==> src/rtl/particle_rasterizer.sv <==
// particle_rasterizer
//   Snapshots four particle positions (12.4 fixed point) on a frame tick,
//   converts them to 16x16 cells, draws the outline triangle 0-1-2 with
//   Bresenham lines plus the centre particle into the back framebuffer,
//   then swaps buffers.
// Ports:
//   clk, reset     clock; synchronous active-high reset
//   start          frame tick; accepted only when idle
//   x0..y3         signed positions; particle 3 is the centre
//   rd_row         front-buffer row address from the scan driver
//   rd_data        registered front-buffer row, bit c = column c
//   busy           high from start acceptance until the swap
//   done           one-cycle pulse in the cycle after the swap
//   frame_count    completed frames, wrapping
module particle_rasterizer #(
    parameter int GRID = 16,
    parameter int FRAC = 4
) (
    input  logic               clk,
    input  logic               reset,
    input  logic               start,
    input  logic signed [15:0] x0,
    input  logic signed [15:0] y0,
    input  logic signed [15:0] x1,
    input  logic signed [15:0] y1,
    input  logic signed [15:0] x2,
    input  logic signed [15:0] y2,
    input  logic signed [15:0] x3,
    input  logic signed [15:0] y3,
    input  logic [3:0]         rd_row,
    output logic [15:0]        rd_data,
    output logic               busy,
    output logic               done,
    output logic [7:0]         frame_count
);

    localparam int WIDTH = GRID << FRAC;

    typedef enum logic [2:0] {
        S_IDLE, S_LATCH, S_CLEAR, S_LINE_INIT, S_LINE_STEP, S_CENTER, S_SWAP
    } state_t;

    function automatic logic [3:0] to_cell(input logic signed [15:0] p);
        if (p < 0)
            return 4'd0;
        else if (32'(p) >= WIDTH)
            return 4'd15;
        else
            return p[FRAC+3:FRAC];
    endfunction

    state_t             state_q, state_d;
    logic [3:0]         cx_q [4], cx_d [4];
    logic [3:0]         cy_q [4], cy_d [4];
    logic [3:0]         clr_q, clr_d;
    logic [1:0]         edge_q, edge_d;
    logic [3:0]         lx_q, lx_d, ly_q, ly_d;
    logic signed [7:0]  ldx_q, ldx_d, ldy_q, ldy_d, err_q, err_d;
    logic               sxn_q, sxn_d, syn_q, syn_d;   // step direction negative
    logic [15:0]        fb_q [2][16], fb_d [2][16];
    logic               front_q, front_d;
    logic               busy_q, busy_d, done_q, done_d;
    logic [7:0]         fc_q, fc_d;
    logic [15:0]        rd_q, rd_d;

    logic               back;
    logic [1:0]         ia, ib;
    logic [3:0]         xa, ya, xb, yb;
    logic [7:0]         adx, ady;
    logic signed [7:0]  e2, err_n;

    assign rd_data     = rd_q;
    assign busy        = busy_q;
    assign done        = done_q;
    assign frame_count = fc_q;

    always_comb begin
        back  = ~front_q;
        // Edge order (0,1), (1,2), (2,0): endpoint b wraps back to particle 0.
        ia    = edge_q;
        ib    = (edge_q == 2'd2) ? 2'd0 : edge_q + 2'd1;
        xa    = cx_q[ia];
        ya    = cy_q[ia];
        xb    = cx_q[ib];
        yb    = cy_q[ib];
        adx   = (xb >= xa) ? {4'b0, xb - xa} : {4'b0, xa - xb};
        ady   = (yb >= ya) ? {4'b0, yb - ya} : {4'b0, ya - yb};
        e2    = err_q <<< 1;
        err_n = err_q;

        state_d = state_q;
        cx_d    = cx_q;
        cy_d    = cy_q;
        clr_d   = clr_q;
        edge_d  = edge_q;
        lx_d    = lx_q;
        ly_d    = ly_q;
        ldx_d   = ldx_q;
        ldy_d   = ldy_q;
        err_d   = err_q;
        sxn_d   = sxn_q;
        syn_d   = syn_q;
        fb_d    = fb_q;
        front_d = front_q;
        busy_d  = busy_q;
        done_d  = (state_q == S_SWAP);
        fc_d    = fc_q;
        rd_d    = fb_q[front_q][rd_row];

        case (state_q)
            S_IDLE: begin
                if (start) begin
                    state_d = S_LATCH;
                    busy_d  = 1'b1;
                end
            end
            S_LATCH: begin
                cx_d[0] = to_cell(x0);  cy_d[0] = to_cell(y0);
                cx_d[1] = to_cell(x1);  cy_d[1] = to_cell(y1);
                cx_d[2] = to_cell(x2);  cy_d[2] = to_cell(y2);
                cx_d[3] = to_cell(x3);  cy_d[3] = to_cell(y3);
                clr_d   = '0;
                state_d = S_CLEAR;
            end
            S_CLEAR: begin
                fb_d[back][clr_q] = '0;
                clr_d = clr_q + 4'd1;
                if (clr_q == 4'd15) begin
                    edge_d  = '0;
                    state_d = S_LINE_INIT;
                end
            end
            S_LINE_INIT: begin
                lx_d    = xa;
                ly_d    = ya;
                ldx_d   = $signed(adx);
                ldy_d   = -$signed(ady);
                err_d   = $signed(adx) - $signed(ady);
                sxn_d   = (xb < xa);
                syn_d   = (yb < ya);
                state_d = S_LINE_STEP;
            end
            S_LINE_STEP: begin
                fb_d[back][ly_q][lx_q] = 1'b1;
                if (lx_q == xb && ly_q == yb) begin
                    if (edge_q == 2'd2) begin
                        state_d = S_CENTER;
                    end else begin
                        edge_d  = edge_q + 2'd1;
                        state_d = S_LINE_INIT;
                    end
                end else begin
                    // Both tests use e2 from the start of the cycle, so a
                    // diagonal step applies both adjustments together.
                    if (e2 >= ldy_q) begin
                        err_n = err_n + ldy_q;
                        lx_d  = sxn_q ? lx_q - 4'd1 : lx_q + 4'd1;
                    end
                    if (e2 <= ldx_q) begin
                        err_n = err_n + ldx_q;
                        ly_d  = syn_q ? ly_q - 4'd1 : ly_q + 4'd1;
                    end
                    err_d = err_n;
                end
            end
            S_CENTER: begin
                fb_d[back][cy_q[3]][cx_q[3]] = 1'b1;
                state_d = S_SWAP;
            end
            S_SWAP: begin
                front_d = ~front_q;
                fc_d    = fc_q + 8'd1;
                busy_d  = 1'b0;
                state_d = S_IDLE;
            end
            default: state_d = S_IDLE;
        endcase
    end

    always_ff @(posedge clk) begin
        if (reset) begin
            state_q <= S_IDLE;
            for (int unsigned i = 0; i < 4; i++) begin
                cx_q[i] <= '0;
                cy_q[i] <= '0;
            end
            for (int unsigned b = 0; b < 2; b++)
                for (int unsigned r = 0; r < 16; r++)
                    fb_q[b][r] <= '0;
            clr_q   <= '0;
            edge_q  <= '0;
            lx_q    <= '0;
            ly_q    <= '0;
            ldx_q   <= '0;
            ldy_q   <= '0;
            err_q   <= '0;
            sxn_q   <= 1'b0;
            syn_q   <= 1'b0;
            front_q <= 1'b0;
            busy_q  <= 1'b0;
            done_q  <= 1'b0;
            fc_q    <= '0;
            rd_q    <= '0;
        end else begin
            state_q <= state_d;
            cx_q    <= cx_d;
            cy_q    <= cy_d;
            fb_q    <= fb_d;
            clr_q   <= clr_d;
            edge_q  <= edge_d;
            lx_q    <= lx_d;
            ly_q    <= ly_d;
            ldx_q   <= ldx_d;
            ldy_q   <= ldy_d;
            err_q   <= err_d;
            sxn_q   <= sxn_d;
            syn_q   <= syn_d;
            front_q <= front_d;
            busy_q  <= busy_d;
            done_q  <= done_d;
            fc_q    <= fc_d;
            rd_q    <= rd_d;
        end
    end

endmodule

==> config.mk <==
export PLATFORM = sky130hd
export DESIGN_NAME = particle_rasterizer
export DESIGN_NICKNAME = d
export VERILOG_FILES = /design/src/rtl/particle_rasterizer.sv
export SDC_FILE = /design/constraint.sdc
export NUM_CORES = 2
export LEC_CHECK = 0
export CORE_AREA = 10 10 265 521
export CTS_BUF_LIST = sky130_fd_sc_hd__clkbuf_8
export DETAILED_ROUTE_END_ITERATION = 8
export DIE_AREA = 0 0 275 531
export SLEW_MARGIN = 20
export SYNTH_ARGS = -nofsm -noshare
export SYNTH_HDL_FRONTEND = slang
export SYNTH_SLANG_ARGS = --single-unit
==> constraint.sdc <==
create_clock -name clk -period 8.53 [get_ports clk]
set_input_delay 2.559 -clock clk [delete_from_list [all_inputs] [get_ports clk]]
set_output_delay 2.559 -clock clk [all_outputs]
set_load 0.02 [all_outputs]
After elaboration in Yosys (flattened, before gate mapping)
Cells that the tools add are included.
{"block": "op_classes", "eq_ne": 17, "addsub": 15, "bitwise_logic": 13, "n_lt_le_gt_ge": 38, "n_mux": 80, "n_reduce_logical": 19}
{"op": "two-way mux 256 bit", "n": 6}
{"op": "case mux 512 bit (3 select lines)", "n": 1}
{"op": "bitwise OR 512 bit", "n": 2}
{"op": "demux 256 bit (select 1 bit)", "n": 3}
{"op": "bitwise AND 512 bit", "n": 1}
{"op": "NOT 512 bit", "n": 1}
{"op": "demux 16 bit (select 4 bit)", "n": 3}
{"op": "greater-or-equal comparator 16 x 10 -> 1 bit, second input constant", "n": 8}
{"op": "< comparator 16 x 1 -> 1 bit, second input constant", "n": 8}
{"op": "two-way mux 4 bit", "n": 32}
{"op": "two-way mux 16 bit", "n": 5}
{"op": "binary-select mux 16 bit (select 4 bit)", "n": 1}
{"op": "two-way mux 8 bit", "n": 5}
{"op": "binary-select mux 4 bit (select 2 bit)", "n": 4}
{"op": "case mux 4 bit (2 select lines)", "n": 3}
{"op": "greater-or-equal comparator 5 bit, second input constant", "n": 4}
{"op": "NOT 4 -> 5 bit", "n": 4}
{"op": "case mux 3 bit (6 select lines)", "n": 1}
{"op": "adder 8 bit", "n": 2}
{"op": "case mux 8 bit (2 select lines)", "n": 1}
{"op": "subtractor 4 bit", "n": 4}
{"op": "< comparator 5 x 1 -> 1 bit, second input constant", "n": 3}
{"op": "inequality test 2 bit, second input constant", "n": 7}
{"op": "adder 4 x 1 -> 4 bit, second input constant", "n": 3}
{"op": "36 further kinds", "n": 70}
{"block": "totals", "reg_bits": 614, "out_inout_bits": 26, "inputBits": 135}

Depth between registers and ports, before layout
{"block": "logic_depth", "ltp_word": 14, "ltp_mapped": 22, "mapped_depth_nobuf": 20}

Worst setup path after synthesis
No wires, ideal clock.
{"block": "synth_path", "path_type": "in2reg", "from": "input rd_row[0]", "to": "register rd_q[11], in the netlist rd_data[11]", "n_path_buf": 2, "setup_slack_ns": 3.847, "cell_stages": 6, "arrival_time_ns": 4.556, "path_cell_list": "buf_2 > buf_1 > mux4_2 > mux4_2 > mux2i_1 > nor2_1"}
{"block": "synth_via", "elab_chain_cells": 4}
{"item": "from (decl)", "line_no": "30", "source": "input logic [3:0] rd_row,"}
{"item": "NOT 4 -> 5 bit (implied by the code)", "line_no": "108", "source": "rd_d = fb_q[front_q][rd_row];"}
{"item": "binary-select mux 16 bit (select 4 bit)", "line_no": "108"}
{"item": "two-way mux 16 bit (implied by the code) (2 in a row)", "line_no": "108"}
{"item": "to (signal assigned)", "line_no": "222", "source": "rd_q <= rd_d;"}
{"item": "to (decl)", "line_no": "64", "source": "logic [15:0] rd_q, rd_d;"}
No other way between the ends. The select of a mux whose other input is x is not followed.
A chain may end at the register's enable or synchronous reset.

Worst setup path in the final report
{"block": "layout_path", "from": "register edge_q[0]", "to": "register err_q[3]"}
{"block": "layout_via", "elab_chain_cells": 10, "elab_cells_between_ends": 32, "classes_between": "6 x add/sub; 2 x order compare; 4 x eq/ne; 16 x mux; 2 x bitwise; 2 x reduce/logical"}
{"item": "from (decl)", "line_no": "56", "source": "logic [1:0] edge_q, edge_d;"}
{"item": "from (signal assigned)", "line_no": "210", "source": "edge_q <= edge_d;"}
{"item": "adder 2 x 1 -> 2 bit or equality test 2 bit (tied branches)", "line_no": "81", "source": "ib = (edge_q == 2'd2) ? 2'd0 : edge_q + 2'd1;"}
{"item": "two-way mux 2 bit", "line_no": "81"}
{"item": "NOT 2 -> 3 bit (implied by the code)", "line_no": "84, 85"}
{"item": "binary-select mux 4 bit (select 2 bit), on equally long branches", "line_no": "84, 85"}
{"item": "two-way mux 4 bit, on equally long branches (2 in a row)", "line_no": "84, 85"}
{"item": "subtractor 4 bit, or another cell as far along", "line_no": "86", "source": "adx = (xb >= xa) ? {4'b0, xb - xa} : {4'b0, xa - xb};"}
{"item": "two-way mux 4 bit, or another cell as far along", "line_no": "86"}
{"item": "subtractor 4 x 4 -> 5 bit or inequality test 2 bit (tied branches)"}
{"item": "case mux 8 bit (2 select lines) or AND reduction 2 bit (tied branches)"}
{"item": "to (signal assigned)", "line_no": "215", "source": "err_q <= err_d;"}
{"item": "to (decl)", "line_no": "58", "source": "logic signed [7:0] ldx_q, ldx_d, ldy_q, ldy_d, err_q, err_d;"}
Several ways; a longest one is shown, not always the timed one. The select of a mux whose other input is x is not followed.

==> reports/metrics.csv <==
metric;value;unit
hold_path_startpoint;fb_q[187];
cp_max_fo;12;
hold_class;reg2reg;
synth_cell_type_count;69;
grt_pass1_wl;169000;µm
critPathCaptureType;flip-flop;
coreArea;130000;µm²
grt_usage;0.152;
critPathLaunchType;flip-flop;
drt_wl_total;115000;µm
dieArea;146000;µm²
cts_resized;0;
drt_first_pass_iters;6;
critPathKind;reg2reg;
fin_nets;3323;
cts_setup_buffers;0;
antenna_found_initial;1;
maxSlewHeadroom;0.149;
yosysWarnings;0;
r2r_setup_slack;3.53;ns
reg2reg_depth;16;
seq_area_frac_synth;0.411;
critPathArrivalTime;5.67;ns
path_clk_slew;0.06;ns
drt-initial-drc-count;2840;
clock_skew;0.0420;ns
fmax;200;MHz
post-route-min-period;5.00;ns
final_common_cell;nor2_1;
powerDensity;175;nW/µm²
worst_pin_slew;1.27;ns
maxCapViolations;0;
synth-seq-cells;608;
area_growth;15.5;%
syn_avg_cell_area;9.37;µm²
drc;0;
io_buffers;128;
synthesis.nets;3359;
holdPathStages;2;
status;finished clean;
ant_nets;0;
whs;0.496;ns
post-route-util;0.264;
grt_overflow_total;0;
final_cells;4902;
vdd_drop_max;120;µV
netlist_instances;3161;
timing.rr.end;err_q[3];
clkSinkCount;608;
fin_crit_sh;0.587;
die_w;275;µm
grt_max_degree;215;
hold_violations;0;
drv_slew;0;
start_util;0.228;
dpl.hpwl;75800;µm
cts_root_buffer;clkbuf_8;
via_count;26719;
hold_buffers;0;
setup_viol;0;
layout_common_cells;620 x nor2_1, 607 x dfxtp_1, 506 x a22oi_1;
vias_per_cell;5.45;
insertion_delay;0.79;ns
rsz0062_at_grt;no;
cts_max_level;3;
rows;187;
grt_pass1_vias;26875;
tritoncts;yes;
numCtsBuffers;93;
synth_edf_count;0;
wl_per_cell;23.4;µm
die_height;531;µm
gp_congestion;0.879;
worstPathRequired;9.19;ns
cts_buffer_depth;3;
synth-async-reset-ratio;0;
synth_ff_type;dfxtp_1;
holdPathEnd;fb_q[187];
ioPinCount;161;
syn-cell-area;29600;µm²
drive_above_1_share;0.118;
finalSetupTns;0;ns
placed_cells;4731;
p_leak;0.0112;µW
timing.rr.start;edge_q[0];
==> registers in the layout, summed over array words and instances, names as in the netlist <==
| signal | flops |
|---|---|
| busy | 1 |
| edge_q | 2 |
| cx_q | 16 |
| syn_q | 1 |
| sxn_q | 1 |
| lx_q | 4 |
| ldy_q | 7 |
| cy_q | 16 |
| front_q | 1 |
| ldx_q | 4 |
| rd_data | 16 |
| fb_q | 512 |
| frame_count | 8 |
| err_q | 7 |
| state_q | 3 |
| clr_q | 4 |
| done | 1 |
| ly_q | 4 |
==> report_power, final <==
group	internal [µW]	total, µW	switching, µW
clock	1320	2600	1280
combinational	182	506	324
sequential	2850	2880	26.8
total	4360	5990	1630
==> metrics by stage <==
step / total power (µW) / area (µm²) / setup WS [ns]
4_1_cts: 6040 / 34200 / 3.48
6_report: 5990 / 34200 / 3.53
3_3_place_gp: 3440 / 32200 / 3.12
2_1_floorplan: 3260 / 29600 / 3.85
5_1_grt: 6190 / 34200 / 3.24
3_5_place_dp: 3440 / 32200 / 3.14
==> Yosys cell counts, types with 9 or more instances <==
master	instances	area, µm²
o21ai_0	15	75.1
nand4_1	11	68.8
inv_1	79	297
nor2b_1	22	138
a211oi_1	43	323
ha_1	54	676
nor4_1	9	56.3
mux4_2	168	3780
xor2_1	15	131
fa_1	9	180
buf_2	9	45.0
o22ai_1	252	1580
clkbuf_1	239	897
a21o_1	12	90.1
a22oi_1	506	3800
a21oi_1	85	425
buf_1	41	154
dfxtp_1	608	12200
nand3_1	57	285
nand2_1	108	405
xnor2_1	23	201
nor3_1	14	70.1
mux2i_1	48	480
nor2_1	621	2330
==> final cells by class <==
class	count	area [µm²]
tap	1701	2130
fill	13914	95400
clock inverter	49	308
antenna	1	2.50
inverter	80	300
sequential	608	12200
clock buffer	121	1670
multi-input combinational	2178	16000
timing repair buffer	164	1600
==> worst max-delay path: stages (launching register included) <==
cell and delay (ns):
dfxtp_1 0.79, ha_1 0.75, mux2i_4 0.39, inv_1 0.07
ha_1 0.23, fa_1 0.46, nor2b_1 0.13, o21ai_1 0.09
nand3b_1 0.20, mux2i_1 0.34, inv_1 0.12, ha_1 0.31
a21o_1 0.18, a21oi_1 0.19, xor2_1 0.30, o21ai_1 0.10
o221a_1 0.22
==> logic make-up after synthesis <==
kind of cell	share of synthesized area
DFF	0.411
and+or+nand+nor	0.127
adders and majority gates	0.0289
muxes	0.148
xor gates and xnor gates	0.0112
AOI/OAI and AO/OA	0.225
buffers and inverters	0.0488
==> worst max path at each step <==
stage                    from           to  slack (ns)  cells after the start
floorplan           rd_row[0]  rd_data[11]        3.85                      6
global placement    rd_row[0]  rd_data[14]        3.12                      6
detailed placement  rd_row[0]  rd_data[11]        3.14                      6
CTS                 edge_q[0]     err_q[3]        3.48                     16
global route        edge_q[0]     err_q[3]        3.24                     16
finish              edge_q[0]     err_q[3]        3.53                     16
==> per-layer routing <==
metal	wire length, µm	share of wire	global-route usage	vias up
met4	11200	0.097	0.132	0
met3	8320	0.072	0.0284	561
met2	57800	0.50	0.270	1450
met1	37500	0.33	0.150	12928
met5	0	0	0	-
li1	-	-	-	11780
No activity file was read; power rests on OpenSTA's default activity.
